## config.mk

```make
export PLATFORM = sky130hd
export DESIGN_NAME = return_stack
export DESIGN_NICKNAME = d
export VERILOG_FILES = /design/src/rtl/gumnut_pkg.sv /design/src/rtl/return_stack.sv
export SDC_FILE = /design/constraint.sdc
export NUM_CORES = 1
export LEC_CHECK = 0
export ABC_CLOCK_PERIOD_IN_PS = 8200
export CORE_AREA = 2 2 103 105
export DETAILED_ROUTE_END_ITERATION = 7
export DIE_AREA = 0 0 105 107
export PLACE_DENSITY = 0.62
export SYNTH_ARGS = -nofsm -noshare
export SYNTH_HDL_FRONTEND = slang
export SYNTH_SLANG_ARGS = --single-unit
```

## constraint.sdc

```tcl
create_clock -name clk_i -period 8.2 [get_ports clk_i]
set_input_delay 1.64 -clock clk_i [delete_from_list [all_inputs] [get_ports clk_i]]
set_output_delay 1.64 -clock clk_i [all_outputs]
set_load 0.005 [all_outputs]
```

## src/rtl/gumnut_pkg.sv

```systemverilog
// Shared Gumnut core definitions: PC width, PC type and the PC-operation
// encodings that control hands to the next-PC selector.
package gumnut_pkg;

    localparam int PC_W = 12;

    typedef logic [PC_W-1:0] pc_t;

    typedef enum logic [1:0] {
        PC_OP_JUMP   = 2'b00,
        PC_OP_BRANCH = 2'b01,
        PC_OP_RETURN = 2'b10,
        PC_OP_RETI   = 2'b11
    } pc_op_t;

endpackage

```

## src/rtl/return_stack.sv

```systemverilog
// Circular LIFO of subroutine return addresses; top_o feeds the next-PC
// stackaddr operand and is valid in the same cycle a ret pops it.
module return_stack
    import gumnut_pkg::*;
#(
    parameter int DEPTH = 8,
    parameter int AW    = PC_W
) (
    input  logic                       clk_i,
    input  logic                       rst_i,
    input  logic                       push_i,
    input  logic                       pop_i,
    input  logic [AW-1:0]              push_addr_i,
    input  logic                       clr_err_i,
    output logic [AW-1:0]              top_o,
    output logic                       empty_o,
    output logic                       full_o,
    output logic [$clog2(DEPTH+1)-1:0] count_o,
    output logic                       overflow_o,
    output logic                       underflow_o
);

    localparam int SPW = $clog2(DEPTH);
    localparam int CW  = $clog2(DEPTH+1);
    localparam logic [CW-1:0] FULL_CNT = CW'(DEPTH);

    logic [AW-1:0]  mem [DEPTH];
    logic [SPW-1:0] sp;
    logic [SPW-1:0] sp_prev;
    logic [CW-1:0]  count;
    logic           ovf;
    logic           unf;
    logic           is_empty;
    logic           is_full;
    logic           wr_en;
    logic [SPW-1:0] wr_idx;

    assign sp_prev  = sp - SPW'(1);
    assign is_empty = (count == '0);
    assign is_full  = (count == FULL_CNT);

    assign top_o       = is_empty ? '0 : mem[sp_prev];
    assign empty_o     = is_empty;
    assign full_o      = is_full;
    assign count_o     = count;
    assign overflow_o  = ovf;
    assign underflow_o = unf;

    // Push+pop on a non-empty stack rewrites the top in place; every other push
    // lands in the next free slot (overwriting the oldest entry when full).
    always_comb begin
        wr_en  = 1'b0;
        wr_idx = sp;
        if (push_i && !rst_i) begin
            wr_en  = 1'b1;
            wr_idx = (pop_i && !is_empty) ? sp_prev : sp;
        end
    end

    always_ff @(posedge clk_i) begin
        if (wr_en) begin
            mem[wr_idx] <= push_addr_i;
        end
    end

    // Error sets are written after the clear so a new event wins over clr_err_i.
    always_ff @(posedge clk_i) begin
        if (rst_i) begin
            sp    <= '0;
            count <= '0;
            ovf   <= 1'b0;
            unf   <= 1'b0;
        end else begin
            if (clr_err_i) begin
                ovf <= 1'b0;
                unf <= 1'b0;
            end
            case ({push_i, pop_i})
                2'b10: begin
                    sp <= sp + SPW'(1);
                    if (is_full) begin
                        ovf <= 1'b1;
                    end else begin
                        count <= count + CW'(1);
                    end
                end
                2'b01: begin
                    if (is_empty) begin
                        unf <= 1'b1;
                    end else begin
                        sp    <= sp_prev;
                        count <= count - CW'(1);
                    end
                end
                2'b11: begin
                    if (is_empty) begin
                        sp    <= sp + SPW'(1);
                        count <= CW'(1);
                        unf   <= 1'b1;
                    end
                end
                default: begin
                end
            endcase
        end
    end

endmodule

```

# Word-level counts from Yosys, hierarchy flattened
# Memories as Yosys holds them, arrays and structs flattened.
# Index checks and enable logic that the tools add are counted.
[word_totals]
reg_bits = 9
ram_bits = 96
in_bits = 17
out_inout_bits = 20
wordCells = 44
memories = 1
[op_classes]
add_sub_neg = 4
n_eq_ne = 7
mux = 19
reduce_logical = 9
[memory_table]
columns = ["memory", "depth", "width", "read_ports", "rd_clocked_by_memory_dff", "write_ports", "line_no", "rtl"]
rows = [
  ["mem", 8, 12, 1, 0, 1, "return_stack.sv:27", "logic [AW-1:0] mem [DEPTH];"],
]
[op_table]
columns = ["operator", "n"]
rows = [
  ["$mux W12", 1],
  ["$mux W3", 4],
  ["$mux W4", 3],
  ["$pmux W4 S3", 1],
  ["$mux W1", 9],
  ["$pmux W3 S3", 1],
  ["$ne A2 B2 Y1 const B", 3],
  ["$add A4 B1 Y4 const B", 1],
  ["$eq A2 B2 Y1 const B", 2],
  ["$eq A4 B4 Y1 const B", 1],
  ["$logic_not A4 Y1", 1],
  ["$reduce_and A4 Y1", 1],
  ["$sub A4 B1 Y4 const B", 1],
  ["$add A3 B1 Y3 const B", 1],
  ["$reduce_and A3 Y1", 1],
  ["$reduce_bool A3 Y1", 1],
  ["$sub A3 B1 Y3 const B", 1],
  ["$eq A2 B1 Y1 const B", 1],
  ["$logic_and A1 B1 Y1", 2],
  ["$logic_not A1 Y1", 2],
  ["$reduce_or A2 Y1", 1],
]

# Logic depth before layout (Yosys ltp)
# Gate-level depths: netlist of the first run.
[logic_depth]
ltp_word = 5
ltp_mapped = 9
depth_no_buf = 7

# Worst setup path after synthesis of the first run
# OpenSTA, ideal clock, no wires.
[synth_timing]
path_type = "input to register"
from = "in push_i"
to = "mem mem[6][0] (netlist bit), enable pin"
setup_time_ns = 0.396
t_arrival_ns = 3.200
required_ns = 7.804
setup_slack_ns = 4.603
cell_stages = 4
path_buffers = 0
path_cell_list = "nor2b_1 nand3_2 xor2_2 nor3_1"
[synth_between]
elab_chain_cells = 4
elab_cells_between_ends = 5
classes_between = "mux: 4; reduce/logical: 1"
[synth_rtl]
columns = ["item", "line_no", "rtl"]
rows = [
  ["start, declared", "return_stack.sv:11", "input logic push_i,"],
  ["$logic_and A1 B1 Y1 *", "return_stack.sv:54", "if (push_i && !rst_i) begin"],
  ["$mux W1", "return_stack.sv:54", ""],
  ["$mux W1", "return_stack.sv:61", "if (wr_en) begin"],
  ["$mux W1 (implied by the code)", "return_stack.sv:62", "mem[wr_idx] <= push_addr_i;"],
  ["end, declared", "return_stack.sv:27", ""],
]
# Mark *: on every way between the ends. The rest lies on a longest branch, timed or not.

# Worst setup path in the final report of the first run
[layout_timing]
from = "reg sp[1]"
to = "out top_o[0]"
[layout_between]
elab_chain_cells = 3
[layout_rtl]
columns = ["item", "line_no", "rtl"]
rows = [
  ["start, declared", "return_stack.sv:28", "logic [SPW-1:0] sp;"],
  ["start signal, assigned", "return_stack.sv:80", "sp <= sp + SPW'(1);"],
  ["start signal, assigned", "return_stack.sv:91", "sp <= sp_prev;"],
  ["start signal, assigned", "return_stack.sv:97", "sp <= sp + SPW'(1);"],
  ["$sub A3 B1 Y3", "return_stack.sv:38", "assign sp_prev = sp - SPW'(1);"],
  ["$mem_v2 Z8 W12", "n/a", ""],
  ["$mux W12", "return_stack.sv:42", "assign top_o = is_empty ? '0 : mem[sp_prev];"],
  ["end, declared", "return_stack.sv:15", "output logic [AW-1:0] top_o,"],
]
# Every way passes these cells.

==> key figures, run 1 <==
Die
  – Initial Util: between 40% and 50%
  – Die H: around 110 um
  – Die Area: between 10000 and 15000 sq um
  – Die Span X: 105 um
  – Core area: 10100 sq um
  – Rows: 37
  – Num ports: 37

CTS
  – Root Driver: clkbuf_8
  – Clk_lat worst skew: ~0.37 ns
  – CTS tree: done
  – Post-cts repair resize count: 0
  – Clock buffer depth: 2
  – Cts hold-fix bufs: 0
  – H-tree Lvls: 3
  – CTS clk-pin slew, worst paths: ~0.1 ns
  – Num CTS Buffers: 9
  – Sink Count: 105
  – Post-CTS setup buffer count: 0

Worst setup path
  – Setup slack, reg-to-reg: 5.50 ns
  – WP data arrival: ~2.7 ns
  – Critical path startpoint category: register
  – Crit Path Category: reg2out
  – Worst Path Required: ~6.6 ns
  – Critical path capture point type: output port
  – Crit-path max FO: 30

Timing
  – Worst-margin pin slew: ~0.77 ns
  – Max Freq: around 230 MHz
  – Setup TNS: 0 ns
  – Final min period: about 4.3 ns
  – Fin crit share: 52.9%
  – Final worst setup slack: 3.86 ns
  – Worst Skew: 0.00780 ns
  – Final setup violating endpoints: 0
  – Pins over their slew limit: 0
  – Unrepaired setup endpoints after global routing: false
  – Hold Vio Cnt, Final: 0
  – Rel. slew slack: approximately half

Finish
  – Most frequent cells in the layout: edfxtp_1, clkdlybuf4s50_1, nand2_1, mux4_2, a21oi_1
  – Most common cell after layout, fill and taps aside: edfxtp_1
  – Final Net Count: 326
  – Finished Core Util: about half
  – Area growth from synthesis to layout: 16.2%
  – Antenna Cells: 0
  – Layout cell share with drive strength beyond 1: 21.2%
  – Fin cells: ~450

Pwr
  – Leakage: between 1.5 and 2 nW
  – Maximum VDD drop: 0.000129 V
  – Power per cell area: approximately 260 nW/um^2
  – Power Total: 1.34 mW

Placement
  – Port bufs: 36
  – Pre-CTS setup slack: roughly 3.9 ns
  – Placed Cells: between 400 and 500
  – Gpl congestion: 0.780
  – Post-detail-place hpwl: about 5.5 mm

Route
  – DRT iter0 DRCs: roughly 100
  – Final wirelength: 8.74 mm
  – Drt drc: 0
  – Post-route ant nets: 0
  – Via count: 2354
  – WL/cell: 19.5 um
  – Drt first pass iters: 4
  – Drt via density: 5.27

Global route
  – GRT overflow: 0
  – Vias in the first global route: 2420
  – GRT Util Overall: around 17%
  – Initial antenna violation count: 0
  – Global-route wire length before repair: about 14 mm
  – Largest net degree at the start of global routing: 34

Synth
  – Post-Syn Nets: 287
  – Synthesized area: 4470 sq um
  – Mapped Cells: around 270
  – Avg Inst Size Synth: 16.7 sq um
  – Main combinational cell family by area after synthesis: multiplexers
  – Synth Area in XOR/XNOR: roughly 1.7%
  – Seq/Total Area, Yosys: between 60% and 70%
  – Synthesis Warnings: 0
  – Post-synthesis compound-gate area fraction: under 10%
  – Multiplexer share of the synthesized area: about an eighth
  – Post-Synth Adder-Cell Area: less than 1%
  – Post-Synth Simple-Gate Area: 7.55%
  – Yosys reg bits: roughly 110
  – Synth cell types: 43

Run
  – MaxCap Viol Count: 0

Min path
  – Hold Path Class: reg2reg

Status
  – Status: finished, final reports clean
## per-stage QoR
stage          hold WS, ns  instance area (sq um)
4_1_cts              0.537                   5200
2_1_floorplan        0.502                   4470
6_report             0.529                   5200
3_5_place_dp         0.512                   4990
5_1_grt              0.558                   5200
3_3_place_gp         0.519                   4990
## cell usage after synthesis, drive strengths merged
library cell	n	area, sq um
ha	3	37.5
o32ai	1	16.3
buf	11	75.1
a21o	1	7.51
nor3b	1	12.5
and2	1	6.26
xnor2	4	42.6
or2	1	6.26
a31oi	4	31.3
nor2	11	41.3
nand2b	1	6.26
nor4b	1	8.76
edfxtp	96	2880
a22oi	3	22.5
nand2	29	109
xor2	3	33.8
o41ai	1	27.5
a311oi	1	8.76
nor4	3	33.8
a21oi	16	83.8
clkbuf	8	30.0
nand3	2	15.0
a211oi	3	22.5
nor2b	4	25.0
o41a	1	11.3
and3	3	18.8
o21ai	3	18.8
mux4	24	541
mux2i	4	40.0
o211a	1	10.0
dfxtp	9	180
nor3	10	55.1
inv	3	11.3
## kinds of logic (layout without fill, tap and decap cells)
kind of cell,Yosys count,count (layout)
multiplexers,28,28
buffers and inverters,22,66
flip-flops,105,105
XOR/XNOR,7,7
AND/OR/NAND/NOR,67,67
adder cells (fa/ha/maj),3,3
AO/OA/AOI/OAI,35,35
## cell type report
class	instances	area [sq um]
inverters	3	11.3
well taps	136	170
flip-flops and latches	105	3060
fillers	890	4900
clock buffers	10	128
repair buffers	47	443
clock inverters	6	75.1
multi-input cells	140	1310
## final timing paths
check              start           to  cells past startpoint
min reg2reg  underflow_o  underflow_o                      2
min          underflow_o  underflow_o                      2
max                sp[1]     top_o[0]                      7
max reg2reg   count_o[3]    mem[1][0]                      5
## state kept, by name (all words and copies together) (netlist names)
signal	count
mem	96
count_o	4
overflow_o	1
underflow_o	1
sp	3
## layer usage
metal / routed length, um / global-route usage [%]
met5: 0 / 0
met3: 374 / 2.86
met1: 3740 / 21.3
met4: 104 / 6.57
met2: 4520 / 29.1
## critical path, stage by stage (launching register included)
cell	delay, ns
dfxtp_1	0.51
inv_1	0.08
ha_1	0.28
buf_4	0.39
mux4_2	0.28
nand2_1	0.05
a21oi_1	0.19
clkdlybuf4s50_1	0.54
## report_power, final
part | switching [mW] | total, mW | internal (mW) | leakage, nW
Sequential | 0.0187 | 0.633 | 0.614 | 0.942
Clock | 0.181 | 0.328 | 0.147 | 0.105
Combinational | 0.197 | 0.378 | 0.181 | 0.620
No activity file was read; power rests on OpenSTA's default activity.
==> run 2: changes to the inputs <==
--- a/config.mk
+++ b/config.mk
@@ -5,7 +5,7 @@
 export SDC_FILE = /design/constraint.sdc
 export NUM_CORES = 1
 export LEC_CHECK = 0
-export ABC_CLOCK_PERIOD_IN_PS = 8200
+export ABC_CLOCK_PERIOD_IN_PS = 4540
 export CORE_AREA = 2 2 103 105
 export DETAILED_ROUTE_END_ITERATION = 7
 export DIE_AREA = 0 0 105 107
==> constraint.sdc (replaced) <==
create_clock -name clk_i -period 4.54 [get_ports clk_i]
set_input_delay 0.908 -clock clk_i [delete_from_list [all_inputs] [get_ports clk_i]]
set_output_delay 0.908 -clock clk_i [all_outputs]
set_load 0.005 [all_outputs]
==> run 2 against run 1 <==
Against the previous run: non-clock buffer count is 3 higher; final area rose by 0.34%; sequential share of layout area fell by 0.20 points; first-iteration DRC count rose by 51%; global-route usage decreased by 0.060 points; routed wire length grew 0.34%; clock power grew 77%; register-to-register slack lost 3.8 ns; clock skew grew 0.0037 ns; utilization grew 0.17 points; via count grew 3.3%; flip-flop and latch count unchanged.
==> key figures, run 2 (synthesis results as in run 1) <==
Timing
  – Hold Vio Cnt, Final: 0 (unchanged)
  – Setup TNS: 0 ns (unchanged)
  – Unrepaired setup endpoints after global routing: false (unchanged)
  – Worst-margin pin slew: 0.668 ns (was 0.768 ns)
  – Max Freq: around 260 MHz
  – Final setup violating endpoints: 0 (unchanged)
  – Fin crit share: a little over four fifths
  – Pins over their slew limit: 0 (unchanged)
  – Rel. slew slack: 55.5% (was 48.8%)
  – Worst Skew: 0.0115 ns (was 0.00780 ns)
  – Final min period: 3.84 ns

Die
  – Rows: 37 (unchanged)
  – Die H: 107 um (unchanged)
  – Num ports: 37 (unchanged)
  – Die Area: 11200 sq um (unchanged)
  – Core area: 10100 sq um (unchanged)
  – Initial Util: 44.3% (unchanged)
  – Die Span X: 105 um (unchanged)

Pwr
  – Int Power: 1.70 mW (was 942 uW)
  – Maximum VDD drop: 0.000210 V (was 0.000129 V)
  – Power per cell area: 463 nW/um^2 (was 258 nW/um^2)
  – Switching portion of total power: 29.6% (about the same)
  – Clk pwr share: 24.0% (was 24.5%)
  – Power Total: 2.41 mW (was 1.34 mW)
  – Switching power: 715 uW (was 397 uW)
  – Sequential share of power: 47.8% (was 47.3%)
  – Leakage: 1.68 nW (was 1.67 nW)
  – Gate power share: 28.1% (was 28.2%)

Route
  – Drt first pass iters: 4 (unchanged)
  – Final wirelength: 8.77 mm (was 8.74 mm)
  – Drt via density: 5.40 (was 5.27)
  – DRT iter0 DRCs: 154 (was 102)
  – Via count: 2432 (was 2354)
  – Drt drc: 0 (unchanged)
  – WL/cell: 19.5 um (about the same)
  – Post-route ant nets: 0 (unchanged)

Worst setup path
  – Critical path capture point type: output port (unchanged)
  – Critical path startpoint category: register (unchanged)
  – Crit-path max FO: 30 (unchanged)
  – WP data arrival: 2.93 ns (was 2.70 ns)
  – Setup slack, reg-to-reg: 1.67 ns (was 5.50 ns)
  – Worst Path Required: 3.63 ns (was 6.56 ns)
  – Crit Path Category: reg2out (unchanged)

CTS
  – Root Driver: clkbuf_8 (unchanged)
  – Clk_lat worst skew: 0.36 ns (was 0.37 ns)
  – H-tree Lvls: 3 (unchanged)
  – CTS tree: done (unchanged)
  – Post-CTS setup buffer count: 0 (unchanged)
  – Post-cts repair resize count: 0 (unchanged)
  – Clock buffer depth: 2 (unchanged)
  – CTS clk-pin slew, worst paths: 0.09 ns (was 0.10 ns)
  – Sink Count: 105 (unchanged)
  – Cts hold-fix bufs: 0 (unchanged)
  – Num CTS Buffers: 9 (unchanged)

Status
  – Status: finished, final reports clean (unchanged)

Finish
  – Final Net Count: 329 (was 326)
  – Largest register FFs: 96 (unchanged)
  – Layout cell share with drive strength beyond 1: 22.0% (was 21.2%)
  – Area growth from synthesis to layout: 16.6% (was 16.2%)
  – Antenna Cells: 0 (unchanged)
  – Finished Core Util: 51.7% (was 51.5%)
  – Most frequent cells in the layout: edfxtp_1, clkdlybuf4s50_1, nand2_1, mux4_2, a21oi_1 (unchanged)
  – Non-Filler Cell Area, Final: 5210 sq um (was 5200 sq um)
  – Most common cell after layout, fill and taps aside: edfxtp_1 (unchanged)
  – Largest Register: mem (unchanged)

Global route
  – GRT Util Overall: 16.8% (about the same)
  – Global-route wire length before repair: 13.8 mm (was 13.7 mm)
  – Initial antenna violation count: 0 (unchanged)
  – Vias in the first global route: 2461 (was 2420)
  – Largest net degree at the start of global routing: 31 (was 34)
  – GRT overflow: 0 (unchanged)

Placement
  – Post-detail-place hpwl: 5.38 mm (was 5.45 mm)
  – Port bufs: 36 (unchanged)
  – Gpl congestion: 0.762 (was 0.780)
  – Placed cell areas: 5010 sq um (was 4990 sq um)

Run
  – MaxCap Viol Count: 0 (unchanged)

Min path
  – Hold Path Class: reg2reg (unchanged)
-- run 2: cell types whose count changed in the layout (fill, tap and decap cells not counted), sizes merged --
cell      before  now
clkinvlp       0    1
buf           11   14
clkbuf        10    9
-- run 2: worst paths after layout --
path | endpoint | cells past startpoint | start
setup / recovery | top_o[9] | 7 | sp[0]
hold / removal | overflow_o | 2 | overflow_o
setup reg to reg | mem[5][10] | 6 | sp[0]
hold reg to reg | overflow_o | 2 | overflow_o
-- run 2: layer usage --
layer / GRT usage, % / vias up / routed length (um)
li1: - / 1130 / -
met5: 0 / - / 0
met4: 5.43 / 0 / 80
met1: 23.4 / 1234 / 3930
met2: 26.6 / 60 / 4260
met3: 3.40 / 8 / 497
-- run 2: cell type report --
| type | count | area [sq um] |
|---|---|---|
| clock inverters | 7 | 76.3 |
| flip-flops and latches | 105 | 3060 |
| well taps | 136 | 170 |
| inverters | 3 | 11.3 |
| multi-input cells | 140 | 1300 |
| clock buffers | 9 | 124 |
| repair buffers | 50 | 465 |
| fillers | 879 | 4880 |
-- run 2: power by group through the flow --
stage	sequential (mW)	combinational (mW)	clock (mW)
6_report	1.15	0.679	0.580
5_1_grt	1.16	0.744	0.635
4_1_cts	1.16	0.688	0.593
3_5_place_dp	1.18	0.686	0
3_3_place_gp	1.18	0.678	0
2_1_floorplan	1.14	0.455	0
-- run 2: per-stage QoR --
stage,instances,hold slack [ns],setup WS [ns]
2_1_floorplan,267,0.502,1.65
6_report,450,0.538,0.703
3_3_place_gp,434,0.505,0.917
3_5_place_dp,434,0.514,0.911
4_1_cts,450,0.543,0.628
5_1_grt,450,0.576,0.450
-- run 2: worst max-delay path: stages, from the launching register on --
cell and delay (ns):
dfxtp_2 0.67, inv_1 0.16, ha_1 0.31, buf_4 0.39, mux4_2 0.28, nand2_1 0.06, a21oi_1 0.17, clkdlybuf4s50_1 0.52
==> run 3: changes to the inputs <==
--- a/config.mk
+++ b/config.mk
@@ -5,11 +5,11 @@
 export SDC_FILE = /design/constraint.sdc
 export NUM_CORES = 1
 export LEC_CHECK = 0
-export ABC_CLOCK_PERIOD_IN_PS = 4540
+export ABC_CLOCK_PERIOD_IN_PS = 3230
 export CORE_AREA = 2 2 103 105
 export DETAILED_ROUTE_END_ITERATION = 7
 export DIE_AREA = 0 0 105 107
-export PLACE_DENSITY = 0.62
+export PLACE_DENSITY = 0.64
 export SYNTH_ARGS = -nofsm -noshare
 export SYNTH_HDL_FRONTEND = slang
 export SYNTH_SLANG_ARGS = --single-unit
==> constraint.sdc (replaced) <==
create_clock -name clk_i -period 3.23 [get_ports clk_i]
set_input_delay 0.646 -clock clk_i [delete_from_list [all_inputs] [get_ports clk_i]]
set_output_delay 0.646 -clock clk_i [all_outputs]
set_load 0.005 [all_outputs]
==> run 3 against run 2 <==
Against the previous run: non-clock buffer count increased by 11; flip-flop and latch count stayed put; clock skew up 0.0077 ns; die area did not move; worst hold slack got worse by 0.0064 ns; routed wire length is 0.91% lower; sequential power grew 40%; clock power is 40% higher; largest cell class unchanged.
==> key figures, run 3 (synthesis results as in run 1) <==
Global route
  – GRT overflow: 0 (unchanged)
  – GRT Util Overall: 16.4% (was 16.8%)
  – Global-route wire length before repair: 13.8 mm (about the same)
  – Largest net degree at the start of global routing: 34 (was 31)
  – Vias in the first global route: 2491 (was 2461)
  – Initial antenna violation count: 0 (unchanged)

Timing
  – Final min period: 3.04 ns
  – Hold Vio Cnt, Final: 0 (unchanged)
  – Unrepaired setup endpoints after global routing: false (unchanged)
  – Rel. slew slack: 60.9% (was 55.5%)
  – Pins over their slew limit: 0 (unchanged)
  – Max Freq: roughly 330 MHz
  – Final setup violating endpoints: 0 (unchanged)
  – Setup TNS: 0 ns (unchanged)
  – Fin crit share: 94.1%
  – Worst Skew: 0.0192 ns (was 0.0115 ns)
  – Worst-margin pin slew: 0.586 ns (was 0.668 ns)

Worst setup path
  – Reg2reg end: mem[7][10] (was mem[5][10])
  – Crit-path max FO: 8 (was 30)
  – Worst Path Required: 2.58 ns (was 3.63 ns)
  – Critical path capture point type: output port (unchanged)
  – FF-to-FF Start: count_o[3] (was sp[0])
  – Crit Path Category: reg2out (unchanged)
  – Critical path startpoint category: register (unchanged)
  – Setup slack, reg-to-reg: 0.89 ns (was 1.67 ns)
  – WP data arrival: 2.39 ns (was 2.93 ns)
  – Worst reg2reg path depth: 5 (was 6)

Route
  – Drt via density: 5.38 (was 5.40)
  – Via count: 2479 (was 2432)
  – Post-route ant nets: 0 (unchanged)
  – DRT iter0 DRCs: 126 (was 154)
  – Drt drc: 0 (unchanged)
  – Final wirelength: 8.69 mm (was 8.77 mm)
  – WL/cell: 18.8 um (was 19.5 um)
  – Drt first pass iters: 4 (unchanged)

Min path
  – Hold Path Class: reg2reg (unchanged)
  – Hold path endpoint: overflow_o (unchanged)
  – Hold path start: overflow_o (unchanged)
  – Cell depth of the worst min-delay path: 2 (unchanged)

Finish
  – Antenna Cells: 0 (unchanged)
  – Layout cell share with drive strength beyond 1: 24.9% (was 22.0%)
  – Largest register FFs: 96 (unchanged)
  – Largest Register: mem (unchanged)
  – Final Net Count: 340 (was 329)
  – Non-Filler Cell Area, Final: 5320 sq um (was 5210 sq um)
  – Storage cell area: 3070 sq um (was 3060 sq um)
  – Fill count: 861 (was 879)
  – Most common cell after layout, fill and taps aside: edfxtp_1 (unchanged)
  – Most frequent cells in the layout: edfxtp_1, clkdlybuf4s50_1, nand2_1, mux4_2, buf_4 (was edfxtp_1, clkdlybuf4s50_1, nand2_1, mux4_2, a21oi_1)
  – Multi-input gate area: 1300 sq um (unchanged)
  – Area growth from synthesis to layout: 19.0% (was 16.6%)

Placement
  – Placed cell areas: 5110 sq um (was 5010 sq um)
  – Post-detail-place hpwl: 5.69 mm (was 5.38 mm)
  – Gpl congestion: 0.766 (was 0.762)
  – Port bufs: 36 (unchanged)

CTS
  – Num CTS Buffers: 9 (unchanged)
  – CTS clk-pin slew, worst paths: 0.11 ns (was 0.09 ns)
  – Clock buffer depth: 2 (unchanged)
  – Sink Count: 105 (unchanged)
  – H-tree Lvls: 3 (unchanged)
  – Clk_lat worst skew: 0.36 ns (about the same)
  – Root Driver: clkbuf_8 (unchanged)
  – Cts hold-fix bufs: 0 (unchanged)
  – CTS tree: done (unchanged)

Die
  – Die H: 107 um (unchanged)
  – Core area: 10100 sq um (unchanged)
  – Die Span X: 105 um (unchanged)
  – Initial Util: 44.3% (unchanged)
  – Die Area: 11200 sq um (unchanged)
  – Rows: 37 (unchanged)
  – Num ports: 37 (unchanged)

Run
  – MaxCap Viol Count: 0 (unchanged)

Pwr
  – Power per cell area: 647 nW/um^2 (was 463 nW/um^2)
  – Leakage: 1.75 nW (was 1.68 nW)
  – Maximum VDD drop: 0.000275 V (was 0.000210 V)

Status
  – Status: finished, final reports clean (unchanged)
==> run 3: cell count changes in the layout (fill, tap and decap cells not counted) <==
cell        delta
buf_12         +1
buf_4          +9
buf_6          +1
clkinv_4       +3
clkinv_8       +1
clkinvlp_4     -1
dfxtp_1        -1
dfxtp_2        +1
inv_6          -2
inv_8          -1
==> run 3: how the worst max path moves through the flow <==
stage,startpoint,end,cells past startpoint
floorplan,sp[0],mem[6][0],8
global placement,push_i,mem[7][5],6
detailed placement,push_i,mem[7][5],6
CTS,sp[1],top_o[6],7
global route,sp[0],top_o[10],7
finish,sp[0],top_o[6],7
==> run 3: routing by layer <==
layer  vias to the layer above  wire length (um)  GRT usage [%]
met4                         0                72           5.52
met5                         -                 0              0
met2                        54              4550           28.4
li1                       1155                 -              -
met1                      1263              3740           21.5
met3                         7               319           2.25
==> run 3: layout make-up <==
class | count | area share (%)
Inverter | 3 | 0.212
Tap cell | 136 | 3.20
Clock buffer | 9 | 2.33
Sequential cell | 105 | 57.6
Timing Repair Buffer | 61 | 10.6
Clock inverter | 7 | 1.55
Multi-Input combinational cell | 140 | 24.5
==> run 3: power by group <==
group | internal [mW] | total (mW) | switching [mW] | leakage [nW]
Combinational | 0.511 | 1.02 | 0.509 | 0.697
Clock | 0.366 | 0.814 | 0.448 | 0.106
Sequential | 1.56 | 1.61 | 0.0468 | 0.942
==> run 3: metrics by stage <==
step	setup slack (ns)	utilization, %	std cells	hold slack [ns]	power [mW]
after detailed placement	0.461	50.6	445	0.512	2.67
after global routing	0.0135	52.7	461	0.581	3.61
final	0.191	52.7	461	0.532	3.44
after global placement	0.486	50.6	445	0.495	2.66
after CTS	0.0638	52.7	461	0.538	3.47
after floorplan	0.340	-	267	0.502	2.25
==> run 3: timing repair <==
action,in CTS,in global routing
setup endpoints to repair,0,8
setup buffers,0,0
resized for setup,0,2
hold endpoints to repair,0,0
==> run 3: worst max-delay path: stages, from the launching register on <==
cell and delay [ns]:
dfxtp_2 0.35, inv_1 0.11, ha_1 0.38, xor2_1 0.22, buf_4 0.21, nand2_1 0.07, a21oi_1 0.17, clkdlybuf4s50_1 0.52
